$ cat config.mk
export PLATFORM = sky130hd
export DESIGN_NAME = control_pipeline
export DESIGN_NICKNAME = d
export VERILOG_FILES = /design/src/rtl/control_pkg.sv /design/src/rtl/control_decode.sv /design/src/rtl/control_pipeline.sv
export SDC_FILE = /design/constraint.sdc
export NUM_CORES = 1
export LEC_CHECK = 0
export CAP_MARGIN = 20
export CORE_MARGIN = 10
export CORE_UTILIZATION = 33
export DETAILED_ROUTE_END_ITERATION = 8
export PLACE_DENSITY_LB_ADDON = 0.12
export SETUP_SLACK_MARGIN = 0.15
export SYNTH_ARGS = -nofsm -noshare
export SYNTH_HDL_FRONTEND = slang
export SYNTH_HIERARCHICAL = 1
export SYNTH_SLANG_ARGS = --single-unit
$ cat constraint.sdc
create_clock -name clk -period 2.9 [get_ports clk]
set_input_delay 0.58 -clock clk [delete_from_list [all_inputs] [get_ports clk]]
set_output_delay 0.58 -clock clk [all_outputs]
set_load 0.02 [all_outputs]
$ cat src/rtl/control_pkg.sv
// Shared definitions for the staged control unit: bundle layout,
// instruction class codes, condition codes and the condition evaluator.
package control_pkg;

  localparam int CTRL_W    = 13;

  // Bit offsets of the bundle fields, MSB to LSB.
  localparam int VALID_BIT = 12;
  localparam int SE_BIT    = 11;
  localparam int LI_BIT    = 10;
  localparam int RF_BIT    = 9;
  localparam int B_BIT     = 8;
  localparam int RW_BIT    = 7;
  localparam int BL_BIT    = 6;
  localparam int OP_LSB    = 2;
  localparam int SIZE_LSB  = 0;

  typedef struct packed {
    logic       valid;
    logic       se;
    logic       li;
    logic       rf;
    logic       b;
    logic       rw;
    logic       bl;
    logic [3:0] opcode;
    logic [1:0] size;
  } ctrl_t;

  // Instruction class, taken from ir[27:25].
  typedef enum logic [2:0] {
    DP_REG = 3'b000,
    DP_IMM = 3'b001,
    LS_IMM = 3'b010,
    LS_REG = 3'b011,
    BR     = 3'b101
  } itype_t;

  typedef enum logic [3:0] {
    COND_EQ = 4'h0, COND_NE = 4'h1, COND_CS = 4'h2, COND_CC = 4'h3,
    COND_MI = 4'h4, COND_PL = 4'h5, COND_VS = 4'h6, COND_VC = 4'h7,
    COND_HI = 4'h8, COND_LS = 4'h9, COND_GE = 4'hA, COND_LT = 4'hB,
    COND_GT = 4'hC, COND_LE = 4'hD, COND_AL = 4'hE, COND_NV = 4'hF
  } cond_t;

  // Evaluate an ARM condition field against {N,Z,C,V}.
  function automatic logic cond_pass(input logic [3:0] cond, input logic [3:0] flags);
    logic n, z, c, v;
    logic pass;
    n = flags[3];
    z = flags[2];
    c = flags[1];
    v = flags[0];
    case (cond)
      COND_EQ: pass = z;
      COND_NE: pass = !z;
      COND_CS: pass = c;
      COND_CC: pass = !c;
      COND_MI: pass = n;
      COND_PL: pass = !n;
      COND_VS: pass = v;
      COND_VC: pass = !v;
      COND_HI: pass = c && !z;
      COND_LS: pass = !c || z;
      COND_GE: pass = (n == v);
      COND_LT: pass = (n != v);
      COND_GT: pass = !z && (n == v);
      COND_LE: pass = z || (n != v);
      COND_AL: pass = 1'b1;
      default: pass = 1'b0;
    endcase
    return pass;
  endfunction

endpackage

$ cat src/rtl/control_decode.sv
// Combinational decode of one instruction word into a control bundle.
// A failed condition, a zero word or an unsupported class yields all zeros.
module control_decode
  import control_pkg::*;
(
  input  logic [31:0]       ir,
  input  logic [3:0]        flags,
  output logic [CTRL_W-1:0] ctrl
);

  ctrl_t      c;
  logic [2:0] cls;

  assign cls  = ir[27:25];
  assign ctrl = c;

  // Field extraction per instruction class, gated by the condition check.
  always_comb begin
    c = '0;
    if ((ir != 32'h0) && cond_pass(ir[31:28], flags)) begin
      case (cls)
        DP_REG, DP_IMM: begin
          c.valid  = 1'b1;
          c.opcode = ir[24:21];
          c.se     = ir[20];
          c.li     = (cls == DP_IMM);
          // TST/TEQ/CMP/CMN (1000..1011) only set flags, no register write.
          c.rf     = (ir[24:23] != 2'b10);
          c.size   = 2'b10;
        end
        LS_IMM, LS_REG: begin
          c.valid  = 1'b1;
          c.opcode = ir[23] ? 4'b0100 : 4'b0010;
          c.li     = (cls == LS_IMM);
          c.rw     = ir[20];
          c.rf     = ir[20];
          c.size   = ir[22] ? 2'b00 : 2'b10;
        end
        BR: begin
          c.valid  = 1'b1;
          c.b      = 1'b1;
          c.bl     = ir[24];
          c.rf     = ir[24];
          c.opcode = 4'b0100;
          c.size   = 2'b10;
        end
        default: c = '0;
      endcase
    end
  end

endmodule

$ cat src/rtl/control_pipeline.sv
// Staged control unit: decodes in ID and shifts the bundle through STAGES
// registers. Stage 0 takes a bubble on stall, flush or the slot after a
// taken branch; a saturating counter records how many were forced.
module control_pipeline
  import control_pkg::*;
#(
  parameter int STAGES    = 3,
  parameter int KILL_SLOT = 1,
  parameter int CNT_W     = 16
) (
  input  logic                     clk,
  input  logic                     reset,
  input  logic [31:0]              ir,
  input  logic [3:0]               flags,
  input  logic                     stall,
  input  logic                     flush,
  output logic [STAGES*CTRL_W-1:0] ctrl_q,
  output logic                     branch_taken,
  output logic [CNT_W-1:0]         bubble_cnt
);

  localparam logic KILL_EN = (KILL_SLOT != 0);

  logic [CTRL_W-1:0] decoded;
  logic              force_bubble;

  control_decode u_decode (
    .ir    (ir),
    .flags (flags),
    .ctrl  (decoded)
  );

  assign force_bubble = stall | flush | (KILL_EN & branch_taken);

  for (genvar gi = 0; gi < STAGES; gi++) begin : stage_gen
    logic [CTRL_W-1:0] q;

    if (gi == 0) begin : g_head
      // ID/EX register: decoded bundle unless a bubble is forced.
      always_ff @(posedge clk or posedge reset) begin
        if (reset) begin
          q <= '0;
        end else if (force_bubble) begin
          q <= '0;
        end else begin
          q <= decoded;
        end
      end
    end else begin : g_tail
      // Downstream stages shift every cycle, independent of stall.
      always_ff @(posedge clk or posedge reset) begin
        if (reset) begin
          q <= '0;
        end else begin
          q <= stage_gen[gi-1].q;
        end
      end
    end

    assign ctrl_q[gi*CTRL_W +: CTRL_W] = q;
  end

  assign branch_taken = stage_gen[0].q[B_BIT] & stage_gen[0].q[VALID_BIT];

  // Count forced bubbles only; holds once all ones is reached.
  always_ff @(posedge clk or posedge reset) begin
    if (reset) begin
      bubble_cnt <= '0;
    end else if (force_bubble && (bubble_cnt != {CNT_W{1'b1}})) begin
      bubble_cnt <= bubble_cnt + {{(CNT_W-1){1'b0}}, 1'b1};
    end
  end

endmodule

==> results by group, run 1 <==
Route
  • Pre-Repair DR Iteration Count: 4
  • Residual DRC count: 0
  • Vias per std cell: 4.69
  • Detail Route Antenna Nets: 0
  • Iteration-0 DRC count of the detailed router: 85
  • Routed WL per cell: between 10 and 15 µm
  • Final Routed Wirelength: roughly 5900 µm
  • Vias: 1,896

Synth
  • Leading area contributor after synthesis: dfrtp_1
  • Post-synth EDFFs: 0
  • Count of yosys warnings during synthesis: 6
  • Synth top area share: 58.5%
  • Synth Instances: roughly 210
  • Flip-flop and latch count after synthesis: 55
  • Post-Syn Area: roughly 0.0024 mm²
  • Avg Inst Size Synth: approximately 11 µm²
  • Area contributors post-synth: dfrtp_1 59%, xnor2_1 4.8%, and2_1 4.3%
  • Asr flop ratio synth: between 90% and 100%
  • Count of cell types in the netlist: 43
  • Ys flop type: dfrtp_1
  • Register area share after synthesis: 58.5%
  • Synth Net Count: 249

Setup path
  • Setup CP Type: input port to flip-flop
  • Critical Path Source Type: input port
  • Worst EP arrival: ~2.7 ns
  • Worst Path Required: ~3.1 ns
  • CP max FO: 12
  • Crit. End Element: flip-flop

GRT
  • Vias in the first global route: 1,925
  • GRT Total Usage: between 10% and 20%
  • First-pass GRT wire length: ~9700 µm
  • Pin count of the biggest net entering global routing: 56
  • GRT overflow: 0
  • Initial antenna violation count: 0

STA
  • Setup TNS: 0 ns
  • Slew HR: 60.3%
  • Fin. max-slew vios: 0
  • Slew at the pin closest to its max-slew limit: about 0.59 ns
  • Fin. Hold Viols: 0
  • Hold slack final: between 0.3 and 0.4 ns
  • Clock skew: 0.00339 ns
  • Final worst path period need: 2.48 ns
  • RSZ-0062 raised after global routing: false
  • Fmax: 404 MHz
  • Final setup fails: 0
  • Final Cycle Share: about 85%

Power
  • Sequential Power Share: ~46%
  • Logic gate share of total power: between 20% and 30%
  • Switching Power: 570 µW
  • Leak pwr: 1.49 nW
  • Power Internal: ~1.4 mW
  • Clock network power share: between 20% and 30%
  • VDD IR-drop max: ~0.47 mV
  • Power density cells: approximately 560 mW/mm²
  • Switching Share: ~28%

CTS
  • Clock Path Buffers: 2
  • Worst skew pair latency: approximately 0.30 ns
  • CTS Buf Count: 5
  • Postcts setup bufs: 0
  • Hold_buf cts: 0
  • # resized after CTS: 0
  • # clock sinks: 55
  • CTS tree: built
  • CTS root buffer: clkbuf_8
  • H-tree Lvls: 2
  • Clk slew on worst S/H paths: about 0.09 ns

Place
  • DP Wirelength: roughly 4600 µm
  • Port bufs: 95
  • GPL Wtd Cong: a little over 0.8

Floorplan
  • FP Rows: 30
  • I/O Pins: 96
  • Core area: 0.00687 mm²
  • Die area: between 0.01 and 0.015 mm²
  • Die height: 104 µm
  • Initial Utilization: about 34%
  • DIE WIDTH: approximately 100 µm

Final layout
  • Share of post-route cells with drive strength above 1: a little under 8%
  • Nets@finish: around 350
  • Most frequent cells in the layout: 95 x clkdlybuf4s50_1, 55 x dfrtp_1, 16 x and2_1
  • Most common cell after layout, fill and taps aside: clkdlybuf4s50_1
  • Final Core Density: 51.9%
  • Number of diodes: 0
  • Area Overhead vs Synth: 51.7%

Min path
  • Hold WC Path Type: flip-flop to flip-flop

Outcome
  • Outcome: complete, no violations

Run
  • Max-cap viol count: 0
sequential cells by signal, indices dropped and copies added, names as in the netlist:
signal and count:
bubble_cnt 16, stage_gen.q 39
per-stage QoR:
stage / setup slack (ns) / instances / instance area, µm² / power (mW)
detailed placement: 0.117 / 396 / 3430 / 1.44
floorplan: 0.876 / 208 / 2350 / 1.19
CTS: 0.432 / 404 / 3570 / 2.04
global route: 0.300 / 404 / 3570 / 2.12
finish: 0.422 / 404 / 3570 / 2.01
global placement: 0.155 / 396 / 3430 / 1.44
final timing paths:
| path | start | endpoint | slack [ns] | cells after the start |
|---|---|---|---|---|
| min | stage_gen[1].q[12]$_DFF_PP0_ | stage_gen[2].q[12]$_DFF_PP0_ | 0.38 | 0 |
| max reg2reg | bubble_cnt[12]$_DFFE_PP0P_ | bubble_cnt[1]$_DFFE_PP0P_ | 0.93 | 4 |
| min reg2reg | stage_gen[1].q[12]$_DFF_PP0_ | stage_gen[2].q[12]$_DFF_PP0_ | 0.38 | 0 |
| min in group asynchronous | reset | stage_gen[1].q[0]$_DFF_PP0_ | 0.63 | 3 |
| max | flags[0] | stage_gen[0].q[10]$_DFF_PP0_ | 0.42 | 7 |
| max in group asynchronous | reset | bubble_cnt[9]$_DFFE_PP0P_ | 2.03 | 3 |
kinds of logic after synthesis:
| group | count (synthesis) | synth area share [%] |
|---|---|---|
| mux | 4 | 1.97 |
| fa+ha+maj | 1 | 0.532 |
| other cells | 1 | 0.160 |
| compound gates | 33 | 9.74 |
| flops | 55 | 58.5 |
| buf+inv | 14 | 2.87 |
| xor+xnor | 16 | 5.96 |
| simple gates | 84 | 20.2 |
critical path, cell delays in order:
cell and delay, ns:
clkdlybuf4s50_1 0.55, xnor2_1 0.16, mux2i_1 0.10, or3_1 0.31, a211o_1 0.47, a2111oi_1 0.37
and2_1 0.18
area by class of cell:
cell class,count,area (µm²)
clock buffers,5,68.8
well taps,96,120
flip-flops and latches,55,1380
inverters,5,18.8
multi-input cells,139,907
repair buffers,101,1010
fillers,631,3300
clock inverters,3,67.6
power by group through the flow:
stage	registers, mW	clock network, mW	logic (mW)
floorplan	0.997	0	0.194
global placement	0.927	0	0.515
detailed placement	0.929	0	0.514
CTS	0.915	0.607	0.518
global route	0.929	0.636	0.559
finish	0.915	0.588	0.510
cells in the mapped netlist, drive strengths merged, types with 2 or more instances:
cell type / count
nor2b: 4
nand2b: 2
xnor2: 13
mux2: 2
o22ai: 2
nor2: 8
mux2i: 2
a31oi: 2
inv: 5
nor3: 2
o21ai: 7
nand4: 8
clkbuf: 4
o311a: 2
nand3: 15
buf: 5
a2111oi: 2
and2: 17
nor4: 9
a211oi: 4
and3: 3
xor2: 3
nand2: 11
a211o: 2
dfrtp: 55
a21oi: 9
or3: 2
per-layer routing:
layer	part of all wire, %	global-route usage, %	routed length [µm]
met5	0	0	0
met4	1.1	2.98	63
met3	11	5.70	647
met2	43	15.4	2560
met1	45	13.5	2650
No activity file was read; power rests on OpenSTA's default activity.
==> run 2: changes to the inputs <==
--- a/config.mk
+++ b/config.mk
@@ -8,9 +8,10 @@
 export CAP_MARGIN = 20
 export CORE_MARGIN = 10
 export CORE_UTILIZATION = 33
+export CTS_BUF_LIST = sky130_fd_sc_hd__clkbuf_8
 export DETAILED_ROUTE_END_ITERATION = 8
 export PLACE_DENSITY_LB_ADDON = 0.12
-export SETUP_SLACK_MARGIN = 0.15
+export SETUP_SLACK_MARGIN = 0.5
 export SYNTH_ARGS = -nofsm -noshare
 export SYNTH_HDL_FRONTEND = slang
 export SYNTH_HIERARCHICAL = 1
==> run 2 against run 1 <==
Global-route usage barely moved. Final cell count increased by 0.25%. First-iteration DRC count increased by 58%. Total power up 0.34%. Register-to-register slack about the same. Sequential power barely moved. Largest power group unchanged.
==> results by group, run 2 (same netlist as run 1, synthesis figures left out) <==
Outcome
  • Outcome: complete, no violations

Power
  • Switching Share: around 28%
  • Switching Power: about 570 µW
  • Power density cells: approximately 560 mW/mm²
  • VDD IR-drop max: approximately 0.47 mV
  • Leak pwr: roughly 1.5 nW
  • Logic gate share of total power: between 20 and 30%
  • Clock network power share: between 20% and 30%
  • Power Internal: around 1.4 mW
  • Sequential Power Share: between 40% and 50%

Setup path
  • CP max FO: 10
  • Setup CP Type: input port to flip-flop
  • Worst Path Required: about 3.1 ns
  • Worst EP arrival: ~2.5 ns
  • Critical Path Source Type: input port
  • Crit. End Element: flip-flop

CTS
  • CTS root buffer: clkbuf_8
  • Hold_buf cts: 0
  • H-tree Lvls: 2
  • Postcts setup bufs: 0
  • # clock sinks: 55
  • CTS tree: built
  • CTS Buf Count: 5
  • Worst skew pair latency: around 0.3 ns
  • Clock Path Buffers: 2
  • Clk slew on worst S/H paths: roughly 0.09 ns

Route
  • Detail Route Antenna Nets: 0
  • Iteration-0 DRC count of the detailed router: around 130
  • Residual DRC count: 0
  • Final Routed Wirelength: a little over 6000 µm
  • Pre-Repair DR Iteration Count: 4
  • Vias per std cell: about 4.7
  • Routed WL per cell: roughly 15 µm
  • Vias: ~1,900

Min path
  • Hold WC Path Type: flip-flop to flip-flop

Floorplan
  • Core area: approximately 0.0069 mm²
  • Initial Utilization: between 30% and 40%
  • I/O Pins: 96
  • Die height: 104 µm
  • DIE WIDTH: roughly 100 µm
  • FP Rows: 30
  • Die area: ~0.011 mm²

STA
  • Slew at the pin closest to its max-slew limit: approximately 0.59 ns
  • Fin. max-slew vios: 0
  • Clock skew: approximately 0.0034 ns
  • Fin. Hold Viols: 0
  • Final worst path period need: about 2.3 ns
  • Fmax: approximately 440 MHz
  • Slew HR: between 60% and 70%
  • RSZ-0062 raised after global routing: false
  • Final setup fails: 0
  • Setup TNS: 0 ns
  • Final Cycle Share: 78.5%

Final layout
  • Number of diodes: 0
  • Top reg by flops: stage_gen.q
  • Nets@finish: between 300 and 400
  • Biggest regs: stage_gen.q: 39 flops, bubble_cnt: 16 flops
  • Most common cell after layout, fill and taps aside: clkdlybuf4s50_1
  • Area Overhead vs Synth: 52.8%
  • Final Core Density: 52.3%
  • Layout fillers: 629
  • Most frequent cells in the layout: 93 x clkdlybuf4s50_1, 55 x dfrtp_1, 16 x and2_1
  • Max reg flops: 39
  • Share of post-route cells with drive strength above 1: under 10%
  • Non-filler cells, final: about 410

GRT
  • GRT overflow: 0
  • Initial antenna violation count: 0
  • Pin count of the biggest net entering global routing: 56
  • Vias in the first global route: ~1,900
  • First-pass GRT wire length: roughly 10000 µm
  • GRT Total Usage: approximately 11%

Place
  • Port bufs: 95
  • DP Wirelength: approximately 4600 µm
  • GPL Wtd Cong: between 0.8 and 0.9
  • Placed cell count: about 400

Run
  • Max-cap viol count: 0
run 2: cell count changes in the layout (fill, tap and decap cells not counted):
cell             before  now
a2111oi_1             1    0
a211o_4               0    1
a211o_2               0    1
a2111oi_2             1    2
o311a_2               1    2
dlymetal6s2s_1        0    1
clkdlybuf4s50_1      95   93
o311a_1               1    0
dlygate4sd2_1         0    1
a211o_1               2    1
run 2: what timing repair did:
item,4_1_cts,5_1_grt
pin swaps,0,2
setup endpoints to repair,2,7
gates resized for setup,3,3
cloned,0,1
run 2: critical path: stages:
cell and delay [ns]:
clkdlybuf4s50_1 0.58, or3_1 0.51, a211o_4 0.40, a2111oi_2 0.28, and2_1 0.17
run 2: power groups by stage:
stage	registers, mW	clock network [mW]	logic, mW
finish	0.916	0.589	0.515
global route	0.929	0.636	0.565
global placement	0.927	0	0.515
detailed placement	0.929	0	0.514
floorplan	0.997	0	0.194
CTS	0.915	0.607	0.519
run 2: worst paths after layout:
kind	from	end	slack, ns	cells after the start
hold reg to reg	stage_gen[1].q[12]$_DFF_PP0_	stage_gen[2].q[12]$_DFF_PP0_	0.38	0
max in group asynchronous	reset	bubble_cnt[9]$_DFFE_PP0P_	2.03	3
setup / recovery	ir[28]	stage_gen[0].q[10]$_DFF_PP0_	0.62	5
min in group asynchronous	reset	stage_gen[1].q[0]$_DFF_PP0_	0.63	3
setup reg to reg	bubble_cnt[12]$_DFFE_PP0P_	bubble_cnt[1]$_DFFE_PP0P_	0.93	4
hold / removal	stage_gen[1].q[12]$_DFF_PP0_	stage_gen[2].q[12]$_DFF_PP0_	0.38	0
run 2: per-stage QoR:
stage / cell area (µm²) / hold WS [ns] / power [mW] / setup slack, ns
after CTS: 3570 / 0.383 / 2.04 / 0.502
after global routing: 3590 / 0.386 / 2.13 / 0.523
after detailed placement: 3430 / 0.360 / 1.44 / 0.117
after global placement: 3430 / 0.355 / 1.44 / 0.155
after floorplan: 2350 / 0.494 / 1.19 / 0.876
final: 3590 / 0.380 / 2.02 / 0.623
run 2: area by class of cell:
cell class | count | area (µm²) | area share [%]
flip-flops and latches | 55 | 1380 | 38.3
multi-input cells | 140 | 932 | 25.9
repair buffers | 101 | 1010 | 28.1
clock inverters | 3 | 67.6 | 1.88
inverters | 5 | 18.8 | 0.522
well taps | 96 | 120 | 3.34
clock buffers | 5 | 68.8 | 1.92
run 2: routing by layer:
layer  share of wire [%]  track usage (%)  vias to the layer above
li1                    -                -                      940
met1                  45             13.6                      894
met2                  43             15.4                       79
met3                  11             5.70                        8
met4                 1.4             2.98                        0
met5                   0                0                        -
